[src/rtl/sign_extend.sv]
// Registered parallel sign extension of DEPTH packed lanes, one-cycle latency.
// Ports: clk, rst_n (sync, active-low); validIn/zeroExt/dataIn in; dataOut/validOut out.
// Optional: define SIGNEXTEND_ZEXT_EN to honour per-lane zeroExt requests.
module sign_extend #(
  parameter int DATA_WIDTH_IN  = 16,
  parameter int DEPTH          = 4,
  parameter int DATA_WIDTH_OUT = 32
) (
  input  logic                            clk,
  input  logic                            rst_n,
  input  logic                            validIn,
  input  logic [DEPTH-1:0]                zeroExt,
  input  logic [DATA_WIDTH_IN*DEPTH-1:0]  dataIn,
  output logic [DATA_WIDTH_OUT*DEPTH-1:0] dataOut,
  output logic                            validOut
);

  if (DATA_WIDTH_OUT < DATA_WIDTH_IN) begin : g_bad_width
    $error("sign_extend: DATA_WIDTH_OUT must be >= DATA_WIDTH_IN");
  end

  logic [DATA_WIDTH_OUT*DEPTH-1:0] w_ext;
  logic [DATA_WIDTH_OUT*DEPTH-1:0] r_data;
  logic                            r_valid;

  // zeroExt has no effect in some builds/widths; keep it referenced.
  logic w_unused_zext;
  assign w_unused_zext = ^zeroExt;

  for (genvar i = 0; i < DEPTH; i++) begin : g_lane
    logic [DATA_WIDTH_IN-1:0] w_lane;
    assign w_lane = dataIn[i*DATA_WIDTH_IN +: DATA_WIDTH_IN];

    if (DATA_WIDTH_OUT == DATA_WIDTH_IN) begin : g_pass
      assign w_ext[i*DATA_WIDTH_OUT +: DATA_WIDTH_OUT] = w_lane;
    end else begin : g_wide
      logic w_fill;
`ifdef SIGNEXTEND_ZEXT_EN
      assign w_fill = w_lane[DATA_WIDTH_IN-1] & ~zeroExt[i];
`else
      assign w_fill = w_lane[DATA_WIDTH_IN-1];
`endif
      assign w_ext[i*DATA_WIDTH_OUT +: DATA_WIDTH_OUT] =
        {{(DATA_WIDTH_OUT-DATA_WIDTH_IN){w_fill}}, w_lane};
    end
  end

  always_ff @(posedge clk) begin
    if (!rst_n) begin
      r_data  <= '0;
      r_valid <= 1'b0;
    end else begin
      r_valid <= validIn;
      if (validIn) begin
        r_data <= w_ext;
      end
    end
  end

  assign dataOut  = r_data;
  assign validOut = r_valid;

endmodule

[config.mk]
export PLATFORM = sky130hd
export DESIGN_NAME = sign_extend
export DESIGN_NICKNAME = d
export VERILOG_FILES = /design/src/rtl/sign_extend.sv
export SDC_FILE = /design/constraint.sdc
export NUM_CORES = 1
export LEC_CHECK = 0
export BUFFER_PORTS_ARGS = -buffer_cell sky130_fd_sc_hd__buf_4
export CAP_MARGIN = 30
export CORE_MARGIN = 5
export CORE_UTILIZATION = 42
export CTS_CLUSTER_DIAMETER = 200
export DETAILED_ROUTE_END_ITERATION = 6
export PLACE_DENSITY = 0.81
export REMOVE_ABC_BUFFERS = 1
export SLEW_MARGIN = 20
export SYNTH_ARGS = -nofsm -noshare
export SYNTH_HDL_FRONTEND = slang
export SYNTH_SLANG_ARGS = --single-unit
[constraint.sdc]
create_clock -name clk -period 1 [get_ports clk]
set_input_delay 0.2 -clock clk [delete_from_list [all_inputs] [get_ports clk]]
set_output_delay 0.2 -clock clk [all_outputs]
set_load 0.01 [all_outputs]
==> Word-level counts from Yosys, hierarchy flattened <==
Cells that the tools add are included.
{ "totals": {"ff_bits": 113, "out_inout_bits": 129, "wordCells": 2, "input_bits": 71} }

==> Depth between registers and ports, before layout <==
{ "logic_depth": {"word_depth": 0, "ltp_mapped": 4, "mapped_depth_nobuf": 2} }

==> Least setup slack after synthesis <==
OpenSTA, ideal clock, no wires.
{ "synth_path": {"path_type": "flip-flop to output port", "start": "register, netlist name dataOut[111]", "end": "output port dataOut[112]", "required_ps": 800, "stages_incl_launch_ff": 2, "t_arrival_ps": 815, "n_path_buf": 1, "slack_ps": -15, "cell_sequence": "dfxtp_1 > buf_4"} }
{ "synth_rtl": {"columns": ["item", "line", "text"], "rows": [
  ["end: declaration", "14", "output logic [DATA_WIDTH_OUT*DEPTH-1:0] dataOut,"]
]} }
No word-level cell between the ends.

==> results.sh <==
export IMPL_cp_required_ns=0.80
export IMPL_rsz0062_at_grt="true"
export IMPL_initial_utilization=0.4348
export IMPL_crit_start="dataOut[95]"
export IMPL_power_total_mw=6.587
export IMPL_crit_arrival_ns=0.93
export IMPL_hold_path_class="in -> reg"
export IMPL_grt_first_pass_wirelength_um=10340
export IMPL_synth_common_cells="65 x buf_4, 65 x dfxtp_1, 64 x mux2i_1, 64 x nor2b_1, 6 x clkbuf_1"
export IMPL_drive_above_1_share=0.6812
export IMPL_gr_usage_all_layers=0.1463
export IMPL_yosysTopAreaCellShare=0.4381
export IMPL_wl_per_cell_um=14.43
export IMPL_timing_rr_start="dataOut[95]"
export IMPL_critical_path_endpoint="dataOut[79]"
export IMPL_slowest_stage="dfxtp_2"
export IMPL_antenna_found_initial=0
export IMPL_cp_max_fo=18
export IMPL_synth_seq_cells=65
export IMPL_nets=481
export IMPL_path_cells="buf_12, buf_4"
export IMPL_skew_ns=0
export IMPL_diodes=0
export IMPL_rr_endpoint="dataOut[95]"
export IMPL_synth_edf_count=0
export IMPL_dpl_cell_area_um2=4068
export IMPL_synthXorXnorAreaFrac=0
export IMPL_holdBufCountCts=0
export IMPL_dp_hpwl_um=5314
export IMPL_finalMaxSlewViolations=0
export IMPL_fill_cells=533
export IMPL_antenna_left=0
export IMPL_gr_total_overflow=0
export IMPL_syn_area_um2=2970
export IMPL_yosysTopAreaCell="dfxtp_1"
export IMPL_maxCapViolCount=0
export IMPL_die_h_um=94.10
export IMPL_drc=0
export IMPL_synth_compound_area_frac=0
export IMPL_ys_warnings_count=0
export IMPL_clock_sinks=65
export IMPL_row_count=30
export IMPL_ir_drop_mv=0.8721
export IMPL_violations="negative setup slack"
export IMPL_ys_seq_area_frac=0.4381
export IMPL_fmax_mhz=887.7
export IMPL_fin_area_um2=4549
export IMPL_setup_violations_final=68
export IMPL_worst_slack_ns=-0.1266
export IMPL_ctsHtreeMaxLevel=3
export IMPL_numPortBuffers=195
export IMPL_worst_slew_pin_slew_ns=0.4982
export IMPL_hold_violations=0
export IMPL_synth_top_family_by_area="multiplexers"
export IMPL_dr_total_vias=2194
export IMPL_core_area_um2=6832
export IMPL_synth_fa_ha_area_frac=0
export IMPL_slew_headroom=0.6679
export IMPL_avgViaCountPerCell=4.302
export IMPL_synth_cells=272
export IMPL_status="complete, but fails checks"
export IMPL_grt_max_degree=66
export IMPL_r2r_slack_ns=0.23
export IMPL_area_growth_pct=53.16
export IMPL_synth_mux_area_frac=0.2157
export IMPL_powerDensity_nw_per_um2=1448
export IMPL_worstSetupPathType="reg -> out"
export IMPL_clock_path_buffers=2
export IMPL_p_leak_nw=2.262
export IMPL_drt_total_wl_um=7360
export IMPL_cts_root_buffer="clkbuf_8"
export IMPL_r2r_cells=3
export IMPL_grt_pass1_vias=2182
export IMPL_synth_async_reset_ratio=0
export IMPL_ys_types=10
export IMPL_cp_end_kind="primary output"
export IMPL_ys_flop_type="dfxtp_1"
export IMPL_gp_congestion=0.7305
export IMPL_drtIter0Drc=22
export IMPL_dieArea_um2=8854
export IMPL_firstDrtPassIters=2
export IMPL_tritoncts="built"
export IMPL_synth_avg_cell_area_um2=10.92
export IMPL_synth_area_leaders="dfxtp_1 44%, mux2i_1 22%, buf_4 16%, nor2b_1 13%, buf_12 2.7%"
export IMPL_timing_final_crit_share=1.127
export IMPL_max_stage_delay_ns=0.33
export IMPL_start_kind="register"
export IMPL_synth_simple_gate_area_frac=0.1369
export IMPL_cts_buffers=9
export IMPL_pin_count=200
export IMPL_finalCriticalPeriod_ns=1.127
export IMPL_clk_latency_ns=0.32
export IMPL_cts_reportedPaths_clkPinSlew_ns=0.07
export IMPL_die_x_um=94.10
-- routing by layer --
metal,share of wire,vias up,GRT usage
met4,0.012,0,0.05054
met3,0.11,8,0.06410
li1,-,1086,-
met5,0,-,0
met2,0.52,119,0.2667
met1,0.36,981,0.1470
-- cells in the final DEF (no fill, tap or decap) --
| master | netlist | layout |
|---|---|---|
| clkinv_2 | 0 | 1 |
| buf_6 | 1 | 55 |
| mux2i_1 | 64 | 64 |
| nor2b_1 | 64 | 64 |
| buf_4 | 65 | 147 |
| dfxtp_1 | 65 | 1 |
| clkbuf_1 | 6 | 2 |
| and2_1 | 1 | 1 |
| bufinv_16 | 0 | 2 |
| dfxtp_2 | 0 | 61 |
| clkbuf_8 | 0 | 10 |
| buf_12 | 4 | 3 |
| dfxtp_4 | 0 | 3 |
-- where the power goes --
part / switching, mW / leakage, nW / total (mW) / internal [mW]
clock network: 0.903 / 0.106 / 2.36 / 1.46
registers: 0.130 / 0.560 / 2.90 / 2.77
logic: 0.505 / 1.60 / 1.32 / 0.818
total: 1.54 / 2.26 / 6.59 / 5.05
-- sequential cells by signal (all words and copies together) (netlist names) --
signal,cells
dataOut,64
validOut,1
-- final cells by class --
class,instances,area [um2],area share
Timing Repair Buffer,205,1783,0.3919
Sequential cell,65,1389,0.3053
Multi-Input combinational cell,129,1047,0.2302
Clock buffer,12,145.1,0.03190
Tap cell,96,120.1,0.02640
Clock inverter,3,65.06,0.01430
-- metrics by stage --
step	worst slack (ns)	hold WS [ns]	utilization	cells	TNS, ns
4_1_cts	-0.1509	0.1186	0.6240	506	-9.330
3_3_place_gp	0.02086	0.4549	0.5954	493	0
3_5_place_dp	-0.01269	0.4650	0.5954	493	-0.03343
6_report	-0.1266	0.1345	0.6659	510	-7.614
5_1_grt	-0.1818	0.1289	0.6659	510	-11.23
2_1_floorplan	-0.7433	0.3217	-	194	-42.06
-- worst min path at each step --
| stage | end | from | cells after the start | slack (ns) |
|---|---|---|---|---|
| 6_report | dataOut[41] | dataIn[25] | 3 | 0.13 |
| 5_1_grt | dataOut[41] | dataIn[25] | 3 | 0.13 |
| 3_5_place_dp | dataOut[41] | dataIn[25] | 3 | 0.46 |
| 2_1_floorplan | validOut | validIn | 1 | 0.32 |
| 3_3_place_gp | dataOut[5] | dataIn[5] | 3 | 0.45 |
| 4_1_cts | dataOut[43] | dataIn[27] | 3 | 0.12 |
-- timing repair --
| item | CTS | global route |
|---|---|---|
| pin swaps | 0 | 0 |
| buffers inserted | 1 | 4 |
| endpoints found under the setup margin | 85 | 127 |
| resized for setup | 25 | 97 |
-- kinds of logic after synthesis --
group	after synthesis
DFF	65
muxes	64
buffers and inverters	78
and+or+nand+nor	65
-- critical path: cells and delay by family, from the launching register on --
kind     cells  cell delay, ns
buf+inv      2            0.28
flops        1            0.33
No activity file was read; power rests on OpenSTA's default activity.
